[config.mk]
export PLATFORM = sky130hd
export DESIGN_NAME = sram_byte_loader
export DESIGN_NICKNAME = d
export VERILOG_FILES = /design/src/rtl/sram_loader_pkg.sv /design/src/rtl/sram_byte_packer.sv /design/src/rtl/sram_byte_loader.sv
export SDC_FILE = /design/constraint.sdc
export NUM_CORES = 1
export LEC_CHECK = 0
export ABC_AREA = 1
export ABC_CLOCK_PERIOD_IN_PS = 3700
export BUFFER_PORTS_ARGS = -buffer_cell sky130_fd_sc_hd__buf_2
export CORE_MARGIN = 4
export CORE_UTILIZATION = 40
export DETAILED_ROUTE_END_ITERATION = 10
export PLACE_DENSITY = 0.62
export SYNTH_ARGS = -nofsm -noshare
export SYNTH_HDL_FRONTEND = slang
export SYNTH_SLANG_ARGS = --single-unit
[constraint.sdc]
create_clock -name clk -period 3.7 [get_ports clk]
set_input_delay 0.555 -clock clk [delete_from_list [all_inputs] [get_ports clk]]
set_output_delay 0.555 -clock clk [all_outputs]
set_load 0.005 [all_outputs]
[src/rtl/sram_loader_pkg.sv]
// Shared state type, lane constants and the masked-word helper for the SRAM byte loader.
package sram_loader_pkg;

  typedef enum logic [2:0] {
    ST_IDLE,
    ST_FILL,
    ST_WRITE,
    ST_VERIFY,
    ST_FINISH
  } state_t;

  localparam int         BYTES_PER_WORD = 4;
  localparam logic [3:0] FULL_BE        = 4'hF;

  // Disabled lanes count as zero in both the write checksum and the readback sum.
  function automatic logic [31:0] masked_word(input logic [31:0] word, input logic [3:0] be);
    logic [31:0] result;
    result = '0;
    for (int i = 0; i < BYTES_PER_WORD; i++) begin
      if (be[i]) begin
        result[8*i +: 8] = word[8*i +: 8];
      end
    end
    return result;
  endfunction

endpackage

[src/rtl/sram_byte_packer.sv]
// Packs accepted stream bytes little-endian into one 32-bit word and tracks which lanes hold data.
module sram_byte_packer
  import sram_loader_pkg::*;
(
  input  logic        clk,
  input  logic        reset_n,
  input  logic        clear,
  input  logic        accept,
  input  logic [7:0]  data,
  output logic [1:0]  lane,
  output logic [31:0] word,
  output logic [3:0]  be
);

  logic [1:0]  lane_reg;
  logic [31:0] word_reg;
  logic [3:0]  be_reg;
  logic [3:0]  lane_hit;

  genvar gi;
  generate
    for (gi = 0; gi < BYTES_PER_WORD; gi = gi + 1) begin : g_lane
      assign lane_hit[gi] = accept && (lane_reg == 2'(gi));
    end
  endgenerate

  // Clearing after each write leaves unfilled lanes at zero for a short final word.
  always_ff @(posedge clk) begin
    if (!reset_n || clear) begin
      lane_reg <= '0;
      word_reg <= '0;
      be_reg   <= '0;
    end else begin
      if (accept) begin
        lane_reg <= lane_reg + 2'd1;
      end
      for (int i = 0; i < BYTES_PER_WORD; i++) begin
        if (lane_hit[i]) begin
          word_reg[8*i +: 8] <= data;
          be_reg[i]          <= 1'b1;
        end
      end
    end
  end

  assign lane = lane_reg;
  assign word = word_reg;
  assign be   = be_reg;

endmodule

[src/rtl/sram_byte_loader.sv]
// Byte-stream to SRAM word loader: packs, writes from a base word address, then reads back and
// compares checksums before reporting done/error.
module sram_byte_loader
  import sram_loader_pkg::*;
#(
  parameter int ADDR_W = 10,
  parameter int CNT_W  = 13
) (
  input  logic              clk,
  input  logic              reset_n,
  input  logic              start,
  input  logic [ADDR_W-1:0] base_addr,
  input  logic [CNT_W-1:0]  byte_count,
  input  logic              s_valid,
  input  logic [7:0]        s_data,
  output logic              s_ready,
  output logic              m_chipselect,
  output logic              m_write,
  output logic [ADDR_W-1:0] m_address,
  output logic [3:0]        m_byteenable,
  output logic [31:0]       m_writedata,
  input  logic [31:0]       m_readdata,
  output logic              m_clken,
  output logic              busy,
  output logic              done,
  output logic              error,
  output logic [31:0]       checksum
);

  localparam int              WIDE_W = CNT_W + 1;
  localparam logic [WIDE_W-1:0] DEPTH = WIDE_W'(2 ** ADDR_W);

  state_t state_reg, state_next;

  logic [ADDR_W-1:0] base_reg;
  logic [ADDR_W-1:0] addr_reg;
  logic [ADDR_W:0]   words_reg;
  logic [CNT_W-1:0]  rem_reg;
  logic [ADDR_W:0]   vcnt_reg;
  logic [3:0]        last_be_reg;
  logic [31:0]       checksum_reg;
  logic [31:0]       rb_sum_reg;
  logic              error_reg;

  logic [WIDE_W-1:0] words_wide;
  logic [WIDE_W-1:0] end_wide;
  logic              start_zero;
  logic              start_ovf;
  logic              accept;
  logic              fill_done;
  logic              verify_last;
  logic [31:0]       capture_word;
  logic [31:0]       rb_final;

  logic [1:0]        pk_lane;
  logic [31:0]       pk_word;
  logic [3:0]        pk_be;

  sram_byte_packer u_packer (
    .clk     (clk),
    .reset_n (reset_n),
    .clear   (state_reg == ST_WRITE),
    .accept  (accept),
    .data    (s_data),
    .lane    (pk_lane),
    .word    (pk_word),
    .be      (pk_be)
  );

  // Start decode is done wide enough that base+words never wraps before the range check.
  assign words_wide = (WIDE_W'(byte_count) + WIDE_W'(3)) >> 2;
  assign end_wide   = words_wide + WIDE_W'(base_addr);
  assign start_zero = (byte_count == '0);
  assign start_ovf  = (end_wide > DEPTH);

  assign accept      = s_valid && (state_reg == ST_FILL);
  assign fill_done   = accept && ((pk_lane == 2'd3) || (rem_reg == CNT_W'(1)));
  assign verify_last = (vcnt_reg == words_reg);

  // Reads lag addresses by one cycle, so capture k belongs to word k-1; only the last is partial.
  assign capture_word = masked_word(m_readdata, verify_last ? last_be_reg : FULL_BE);
  assign rb_final     = rb_sum_reg + capture_word;

  always_ff @(posedge clk) begin
    if (!reset_n) begin
      state_reg <= ST_IDLE;
    end else begin
      state_reg <= state_next;
    end
  end

  always_comb begin
    state_next = state_reg;
    case (state_reg)
      ST_IDLE: begin
        if (start) begin
          state_next = (start_zero || start_ovf) ? ST_FINISH : ST_FILL;
        end
      end
      ST_FILL: begin
        if (fill_done) begin
          state_next = ST_WRITE;
        end
      end
      ST_WRITE:  state_next = (rem_reg != '0) ? ST_FILL : ST_VERIFY;
      ST_VERIFY: begin
        if (verify_last) begin
          state_next = ST_FINISH;
        end
      end
      ST_FINISH: state_next = ST_IDLE;
      default:   state_next = ST_IDLE;
    endcase
  end

  always_ff @(posedge clk) begin
    if (!reset_n) begin
      base_reg     <= '0;
      addr_reg     <= '0;
      words_reg    <= '0;
      rem_reg      <= '0;
      vcnt_reg     <= '0;
      last_be_reg  <= '0;
      checksum_reg <= '0;
      rb_sum_reg   <= '0;
      error_reg    <= 1'b0;
    end else begin
      case (state_reg)
        ST_IDLE: begin
          if (start) begin
            checksum_reg <= '0;
            if (start_zero) begin
              error_reg <= 1'b0;
            end else if (start_ovf) begin
              error_reg <= 1'b1;
            end else begin
              error_reg  <= 1'b0;
              base_reg   <= base_addr;
              addr_reg   <= base_addr;
              words_reg  <= words_wide[ADDR_W:0];
              rem_reg    <= byte_count;
              vcnt_reg   <= '0;
              rb_sum_reg <= '0;
            end
          end
        end
        ST_FILL: begin
          if (accept) begin
            rem_reg <= rem_reg - CNT_W'(1);
          end
        end
        ST_WRITE: begin
          checksum_reg <= checksum_reg + masked_word(pk_word, pk_be);
          addr_reg     <= addr_reg + ADDR_W'(1);
          last_be_reg  <= pk_be;
        end
        ST_VERIFY: begin
          vcnt_reg <= vcnt_reg + (ADDR_W + 1)'(1);
          if (vcnt_reg != '0) begin
            rb_sum_reg <= rb_final;
          end
          if (verify_last) begin
            error_reg <= (rb_final != checksum_reg);
          end
        end
        default: ;
      endcase
    end
  end

  always_comb begin
    s_ready      = 1'b0;
    m_chipselect = 1'b0;
    m_write      = 1'b0;
    m_address    = '0;
    m_byteenable = '0;
    m_writedata  = '0;
    busy         = 1'b0;
    done         = 1'b0;
    case (state_reg)
      ST_FILL: begin
        s_ready = 1'b1;
        busy    = 1'b1;
      end
      ST_WRITE: begin
        busy         = 1'b1;
        m_chipselect = 1'b1;
        m_write      = 1'b1;
        m_address    = addr_reg;
        m_byteenable = pk_be;
        m_writedata  = masked_word(pk_word, pk_be);
      end
      ST_VERIFY: begin
        busy = 1'b1;
        if (!verify_last) begin
          m_chipselect = 1'b1;
          m_address    = base_reg + vcnt_reg[ADDR_W-1:0];
          m_byteenable = FULL_BE;
        end
      end
      ST_FINISH: done = 1'b1;
      default: ;
    endcase
  end

  assign m_clken  = 1'b1;
  assign error    = error_reg;
  assign checksum = checksum_reg;

endmodule
* Yosys cells after proc, flatten, opt, wreduce, memory -nomap -nowiden *
Index checks and enable logic that the tools add are counted.

storage, ports and cells
  register bits after elaboration = 165
  output and inout bits = 85
  word-level logic and storage cells = 134

operators by class
  add/subtract/negate cells = 9
  order comparisons = 1
  equality and inequality tests = 17
  muxes and demuxes = 59
  bitwise gates (word level) = 2
  reductions and logical operators = 27

operators by type and width
  operator                                                         number
  two-way mux 32 bit                                               6
  two-way mux 8 bit                                                16
  case mux 32 bit (2 select lines)                                 2
  adder 32 bit                                                     2
  two-way mux 13 bit                                               4
  two-way mux 10 bit                                               4
  case mux 10 bit (2 select lines)                                 2
  two-way mux 11 bit                                               3
  != test 32 bit                                                   1
  case mux 13 bit (2 select lines)                                 1
  case mux 11 bit (2 select lines)                                 1
  adder 13 x 2 -> 14 bit, second input constant                    1
  != test 2 bit, second input constant                             7
  adder 12 x 10 -> 13 bit                                          1
  == test 13 x 1 -> 1 bit, second input constant                   1
  greater-than comparator 13 x 11 -> 1 bit, second input constant  1
  logical NOT 13 bit                                               1
  nonzero test 13 bit                                              1
  subtractor 13 x 1 -> 13 bit, second input constant               1
  two-way mux 3 bit                                                4
  case mux 3 bit (4 select lines)                                  1
  AND reduction 4 bit                                              3
  adder 11 x 1 -> 11 bit, second input constant                    1
  == test 11 bit                                                   1
  25 further kinds                                                 49

* Logic depth before layout (Yosys ltp) *
Gate-level depths: netlist of the first run.

  depth after elaboration = 7
  mapped depth = 33
  gate-level depth less buffers = 33

* Modules after synthesis *
Synthesis of the first run repeated with hierarchy kept, for this count alone.

second synthesis, totals
  cell total of the unflattened synthesis = 2,447
  area total of the unflattened synthesis = 14,198.6 um2

modules (own cells, without submodules)
  module            instances  cells each  area each (um2)
  sram_byte_loader  1          2,212       12,577.1
  sram_byte_packer  1          235         1,621.6

* Worst setup path before layout of the first run *
No wires, ideal clock.

  kind = input -> register
  start point = input port byte_count[1]
  end point = register rb_sum_reg[31]
  setup time = 0.132 ns
  data arrival time = 3.193 ns
  setup slack = 0.375 ns
  stages = 25
  path buffers = 1
  cell sequence = or2_1 nand2_1 nor2_1 inv_1 nor2_1 nand2_1 xor2_1 inv_1 ha_1 nand2_1 nor3b_1 o21bai_1 nand3_1 nand2_1 nand3_1 nand2_1 nor2_1 nand3_1 nand2_2 nand2_1 nand2_4 nand2_4 buf_2 nand2_1 a21oi_1

between the ends
  cells in the longest elaborated chain, start to end = 5
  elaborated cells on any way between the ends = 7

ends and longest elaborated chain
  item                                      line                     text
  from (decl)                               sram_byte_loader.sv:13   input logic [CNT_W-1:0] byte_count,
  adder 13 x 2 -> 14 bit                    sram_byte_loader.sv:71   assign words_wide = (WIDE_W'(byte_count) + WIDE_W'(3)) >> 2;
  via words_wide[4]                         sram_byte_loader.sv:45   logic [WIDE_W-1:0] words_wide;
  adder 12 x 10 -> 13 bit                   sram_byte_loader.sv:72   assign end_wide = words_wide + WIDE_W'(base_addr);
  greater-than comparator 13 x 11 -> 1 bit  sram_byte_loader.sv:74   assign start_ovf = (end_wide > DEPTH);
  != test 2 bit (no source line)            -
  AND reduction 5 bit (no source line)      -
  to (signal assigned)                      sram_byte_loader.sv:160  rb_sum_reg <= rb_final;
  to (decl)                                 sram_byte_loader.sv:42   logic [31:0] rb_sum_reg;

The timed path passes the listed nets, and every way through them passes these cells.
A chain may end at the register's enable or synchronous reset.

* Final worst setup path of the first run *
  start point = register vcnt_reg[8]
  end point = register error_reg (netlist: error)

between the ends
  cells in the longest elaborated chain, start to end = 7
  elaborated cells on any way between the ends = 12

ends and longest elaborated chain
  item                             line                     text
  from (decl)                      sram_byte_loader.sv:39   logic [ADDR_W:0] vcnt_reg;
  from (signal assigned)           sram_byte_loader.sv:158  vcnt_reg <= vcnt_reg + (ADDR_W + 1)'(1);
  == test 11 bit *                 sram_byte_loader.sv:78   assign verify_last = (vcnt_reg == words_reg);
  two-way mux 4 bit                sram_byte_loader.sv:81   assign capture_word = masked_word(m_readdata, verify_last ? last_be_reg : FULL_BE);
  two-way mux 8 bit                sram_loader_pkg.sv:20    if (be[i]) begin
  adder 32 bit                     sram_byte_loader.sv:82   assign rb_final = rb_sum_reg + capture_word;
  != test 32 bit                   sram_byte_loader.sv:163  error_reg <= (rb_final != checksum_reg);
  two-way mux 1 bit                sram_byte_loader.sv:162  if (verify_last) begin
  case mux 1 bit (2 select lines)  sram_byte_loader.sv:128  case (state_reg)
  to (signal assigned)             sram_byte_loader.sv:163
  to (decl)                        sram_byte_loader.sv:43   logic error_reg;

Mark *: on every way between the ends. The rest lies on a longest branch, timed or not. The select of a mux whose other input is x is not followed.

==> flow_summary.toml, run 1 <==
[outcome]
run_status = "finished, final reports clean"

[clock_tree]
clock-root-buffer = "sky130_fd_sc_hd__clkbuf_16"
cts_inserted_buffers = 17
htreeDepth = 4
worst_skew_pair.late_latency_ns = 0.46
ctsLongestPathBuffers = 2
clkTransAtPathRegs_ns = 0.07
numClockSinks = 165
cts.hold.buffers_added = 0
tritoncts_clock_tree = "built"

[critical_path]
crit_arrival_ns = 3.98
worstSetupEndpointType = "register"
critical-path-slowest-cell = "sky130_fd_sc_hd__dfxtp_2"
critPathMaxFanout = 7
timing.critical_path.slowest_cell_delay_ns = 0.35
kind_of_start_point_of_the_critical_path = "register"
cp.required_ns = 4.03
reg2reg_setup_slack_ns = 0.05
crit_type = "register to register"

[synth]
per_instance_average_area_after_synthesis_sq_um = 5.92
multiplexer_share_of_the_synthesized_area = 0
yosys_warnings = 0
synth_xor_area_frac = 0.0314
mappedNetlistArea_sq_mm = 0.0135
yosys.area_share.adder = 0.0891
netlist-cell-type-count = 51
fraction_of_registers_with_async_set_reset = 0
synth_sequential_area_ratio = 0.244
dominant_combinational_cell_family_by_area_after_synthesis = "simple AND/OR/NAND/NOR gates"
ys_seq_elements = 165
synth-edff-count = 0
post_synthesis_compound_gate_area_fraction = 0.162
syn_inst = 2286
post_synth_and_or_nand_nor_area_fraction = 0.357
synth_fp_nets = 2447
synth_top_flop_cell = "sky130_fd_sc_hd__dfxtp_1"

[grt]
grt_usage = 0.256
grt_pass1_wl_microns = 74600
antenna_found_initial = 0
grt_max_degree = 77
overflow = 0
grt_pass1_vias = 14421

[placement]
detailed_place.area_sq_mm = 0.0156
routabilityCongestion = 0.964
place_hpwl_microns = 37700
place.detailed.instances = 2941
port-buffer-count = 150
preCtsSetupSlack_ns = -0.129

[timing]
unrepaired_setup_endpoints_after_global_routing = "yes"
finalCritPeriodShare = 0.987
timing.max_slew.rel_slack = 0.380
min_period_ns = 3.65
finalMaxSlewViolations = 0
setup_total_negative_slack_ns = 0
achievable-frequency_mhz = 274
fin_skew_ns = 0.0131
tightest_slew_ns = 0.930
layout_setup_ws_ns = 0.0470
final-setup-viol-count = 0
hold_violations = 0

[floorplanning]
fp.coreArea_sq_mm = 0.0334
io_pins = 152
floorplan.die.width_microns = 192
start_util = 0.405
die_area_sq_mm = 0.0368
die_height_microns = 192
placementRows = 67

[hold_path]
hold_path_class = "input port to register"

[finish]
final_util = 0.491
fin_nets = 2676
area_used_by_multi_input_combinational_logic_sq_mm = 0.00885
post_route_cells_drive_above_1_share = 0.154
filler_cells_inserted = 3561
area_growth_syn_to_layout_pct = 21.2
stdcell_count = 2976
finalInstanceArea_sq_mm = 0.0164
n_antenna_cell = 0
final-seq-area_sq_mm = 0.00331

[run]
cap_viol_max_count = 0

[detailed_routing]
drt-initial-drc-count = 1082
post_drt_via_cell_ratio = 5.16
post-route-drc-count = 0
antenna_left = 0
vias = 15356
finalWirelength_microns = 48100
avgRoutedWirePerCell_microns = 16.2
drtPass1Iterations = 5

[power]
power.leakage_nw = 8.25
cellPowerDensity_mw_per_mm2 = 421
maximum_ir_drop_on_the_vdd_rail_mv = 0.348
placed cells by master, fill, tap and decap left out, types with 26 or more instances in the layout:
cell and n:
sky130_fd_sc_hd__dfxtp_1 163, sky130_fd_sc_hd__inv_1 329, sky130_fd_sc_hd__buf_2 150, sky130_fd_sc_hd__buf_4 126
sky130_fd_sc_hd__xor2_1 26, sky130_fd_sc_hd__nand2_1 656, sky130_fd_sc_hd__nand3_1 207, sky130_fd_sc_hd__a21oi_1 265
sky130_fd_sc_hd__o21ai_0 90, sky130_fd_sc_hd__ha_1 85, sky130_fd_sc_hd__nor2_1 192
worst max-delay path: cells and delay by family (launching register included):
kind | cells | cell delay [ns]
compound gates | 1 | 0.05
buf+inv | 4 | 0.35
flops | 1 | 0.35
fa+ha+maj | 1 | 0.34
simple gates | 22 | 2.43
cell type report:
class / count / area share
clock buffer: 19 / 0.0270
clock inverter: 13 / 0.00999
inverter: 336 / 0.0771
multi-input combinational: 1713 / 0.540
sequential: 165 / 0.201
tap: 448 / 0.0342
timing repair buffer: 282 / 0.111
cells in the mapped netlist (14+ instances only):
library cell | count | area share
sky130_fd_sc_hd__nor2_1 | 206 | 0.057
sky130_fd_sc_hd__clkbuf_1 | 50 | 0.014
sky130_fd_sc_hd__nand3_1 | 211 | 0.078
sky130_fd_sc_hd__a21oi_1 | 271 | 0.10
sky130_fd_sc_hd__dfxtp_1 | 165 | 0.24
sky130_fd_sc_hd__o21ai_0 | 90 | 0.033
sky130_fd_sc_hd__or2_2 | 14 | 0.0065
sky130_fd_sc_hd__xor2_1 | 26 | 0.017
sky130_fd_sc_hd__nor3_1 | 16 | 0.0059
sky130_fd_sc_hd__inv_1 | 331 | 0.092
sky130_fd_sc_hd__nand2_1 | 672 | 0.19
sky130_fd_sc_hd__nand4_1 | 19 | 0.0088
sky130_fd_sc_hd__ha_1 | 90 | 0.083
metrics by stage:
step	hold slack (ns)	total power, mW
after floorplan	0.428	3.85
after global placement	0.440	4.86
after detailed placement	0.444	4.90
after CTS	0.426	6.82
after global routing	0.437	7.34
final	0.452	6.91
final timing paths:
path	startpoint	endpoint	cells past startpoint
worst max-delay path	vcnt_reg[8]	error	28
worst min-delay path	s_data[7]	u_packer.word[15]	3
worst max register to register	vcnt_reg[8]	error	28
worst min register to register	base_reg[0]	base_reg[0]	2
where the power goes:
part	switching [mW]	internal [mW]	leakage [nW]	total [mW]
registers	0.114	1.90	1.34	2.02
clock network	0.864	1.04	0.292	1.90
logic	1.86	1.12	6.62	2.99
total	2.84	4.07	8.25	6.91
metal layers:
metal  vias up  track usage  share of wire
li1       7837            -              -
met3        88       0.0413          0.061
met5         -            0              0
met2       443        0.427           0.46
met1      6988        0.337           0.44
met4         0       0.0890          0.030
repair_timing:
action	CTS	global route
buffers inserted	1	2
setup endpoints to repair	2	26
cloned	0	0
pin swaps	1	16
gates resized for setup	11	45
kinds of logic after synthesis:
group | Yosys count
compound gates | 414
fa+ha+maj | 94
buf+inv | 408
simple gates | 1162
xor+xnor | 42
flops | 165
other cells | 1
Note: power is estimated with default switching activity, not from simulation.
==> run 2, diff against run 1 <==
--- a/config.mk
+++ b/config.mk
@@ -7,7 +7,7 @@
 export LEC_CHECK = 0
 export ABC_AREA = 1
 export ABC_CLOCK_PERIOD_IN_PS = 3700
-export BUFFER_PORTS_ARGS = -buffer_cell sky130_fd_sc_hd__buf_2
+export BUFFER_PORTS_ARGS = -buffer_cell sky130_fd_sc_hd__buf_4
 export CORE_MARGIN = 4
 export CORE_UTILIZATION = 40
 export DETAILED_ROUTE_END_ITERATION = 10
==> run 2 against run 1 <==
Non-clock buffer count shrank 15. Routed wire length decreased by 1.1%. Cell count fell by 0.50%. Cell area is 2.4% higher. Sequential power about the same. First-iteration DRC count grew 11%. Clock power is 5% lower. Sequential share of layout area shrank 0.42 points. Worst setup slack got worse by 0.019 ns. Global-route usage shrank 0.45 points.
==> flow_summary.toml, run 2 (synthesis results as in run 1) <==
[floorplanning]
placementRows = 67
die_area_sq_mm = 0.0368
die_height_microns = 192
start_util = 0.405
floorplan.die.width_microns = 192
io_pins = 152
fp.coreArea_sq_mm = 0.0334

[timing]
finalMaxSlewViolations = 0
hold_violations = 0
tightest_slew_ns = 0.969
min_period_ns = 3.67
finalCritPeriodShare = 0.992
final-setup-viol-count = 0
unrepaired_setup_endpoints_after_global_routing = "yes"
achievable-frequency_mhz = 272
timing.max_slew.rel_slack = 0.353
fin_skew_ns = 0.0152
whs_ns = 0.414

[clock_tree]
ctsLongestPathBuffers = 2
clock-root-buffer = "sky130_fd_sc_hd__clkbuf_16"
cts_inserted_buffers = 17
tritoncts_clock_tree = "built"
cts.hold.buffers_added = 0
numClockSinks = 165
worst_skew_pair.late_latency_ns = 0.46
clkTransAtPathRegs_ns = 0.09
htreeDepth = 4

[critical_path]
worstSetupEndpointType = "register"
crit_type = "register to register"
critical-path-slowest-cell = "sky130_fd_sc_hd__fa_2"
crit_arrival_ns = 4.01
timing.critical_path.slowest_cell_delay_ns = 0.44
critPathBufInv = 5
critPathMaxFanout = 4
worst_path_dominant_cell_family = "simple AND/OR/NAND/NOR gates"
kind_of_start_point_of_the_critical_path = "register"
cp.required_ns = 4.03

[placement]
routabilityCongestion = 0.952
place_hpwl_microns = 36900
place.detailed.instances = 2922
port-buffer-count = 150
detailed_place.area_sq_mm = 0.0158

[detailed_routing]
drt-initial-drc-count = 1197
detail_route.wirelength.met1_microns = 21400
vias = 15439
avgRoutedWirePerCell_microns = 16.1
drtPass1Iterations = 6
post_drt_via_cell_ratio = 5.21
top_layer_used = "met4"
antenna_left = 0
finalWirelength_microns = 47500
wl_met3_microns = 2710
routed-wl-met2_microns = 22500
post-route-drc-count = 0

[hold_path]
hold_path_class = "input port to register"

[grt]
overflow = 0
antenna_found_initial = 0
grt_pass1_vias = 14311
grt_max_degree = 57
grt_usage = 0.252
grt_pass1_wl_microns = 74500

[power]
power.share.sequential = 0.292
cellInternalPower_mw = 4.00
power.leakage_nw = 8.20
cellPowerDensity_mw_per_mm2 = 410
combPwrFrac = 0.444
switching_power_mw = 2.89
p_sw_frac = 0.419
maximum_ir_drop_on_the_vdd_rail_mv = 0.384
clk_network_pwr_share = 0.263

[finish]
post_route_cells_drive_above_1_share = 0.161
stdcell_count = 2961
n_antenna_cell = 0
most-common-layout-cells = "sky130_fd_sc_hd__nand2_1, sky130_fd_sc_hd__inv_1, sky130_fd_sc_hd__a21oi_1"
finalInstanceArea_sq_mm = 0.0168
area_growth_syn_to_layout_pct = 24.1
layout_commonest_cell = "sky130_fd_sc_hd__nand2_1"
fin_nets = 2661

[run]
cap_viol_max_count = 0

[outcome]
run_status = "finished, final reports clean"
-- run 2: worst register-to-register path: cells and delay by family (launching register included) --
family	cells	cell delay [ns]
and+or+nand+nor	22	2.29
adders and majority gates	2	0.60
DFF	1	0.36
buffers and inverters	5	0.27
AOI/OAI and AO/OA	1	0.05
-- run 2: repair_timing --
action / in CTS / in global routing
hold endpoints to repair: 0 / 0
pin swaps: 3 / 19
gates cloned: 0 / 0
setup buffers: 2 / 5
gates resized for setup: 39 / 48
setup endpoints to repair: 2 / 7
-- run 2: worst paths after layout --
path	startpoint	endpoint	slack, ns	cells after the start
setup reg to reg	vcnt_reg[6]	error	0.03	30
setup / recovery	vcnt_reg[6]	error	0.03	30
hold reg to reg	base_reg[8]	base_reg[8]	0.46	2
hold / removal	s_data[5]	u_packer.word[13]	0.41	3
-- run 2: power by group through the flow --
stage	sequential (mW)	clock, mW	combinational (mW)
floorplan	2.02	0	1.83
global placement	2.05	0	2.81
detailed placement	2.05	0	2.84
CTS	2.01	1.84	2.92
global route	2.03	1.91	3.38
finish	2.01	1.81	3.06
-- run 2: layer usage --
metal	GRT usage	up-vias
met2	0.426	473
met5	0	-
met1	0.338	7097
met3	0.0344	60
li1	-	7809
met4	0.0652	0
-- run 2: area by class of cell --
class / instances / area [sq um]
Tap cell: 448 / 561
Multi-Input combinational cell: 1713 / 8990
Fill cell: 3477 / 16600
Sequential cell: 165 / 3310
Inverter: 336 / 1270
Clock inverter: 15 / 163
Clock buffer: 17 / 425
Timing Repair Buffer: 267 / 2080
-- run 2: stage by stage --
stage / total power, mW / setup TNS, ns / setup slack, ns / util
after floorplan: 3.85 / 0 / 0.375 / -
after global placement: 4.86 / -0.462 / -0.420 / 0.473
after detailed placement: 4.89 / -0.602 / -0.399 / 0.473
after CTS: 6.77 / 0 / 0.00341 / 0.496
after global routing: 7.33 / -0.188 / -0.188 / 0.502
final: 6.89 / 0 / 0.0280 / 0.502
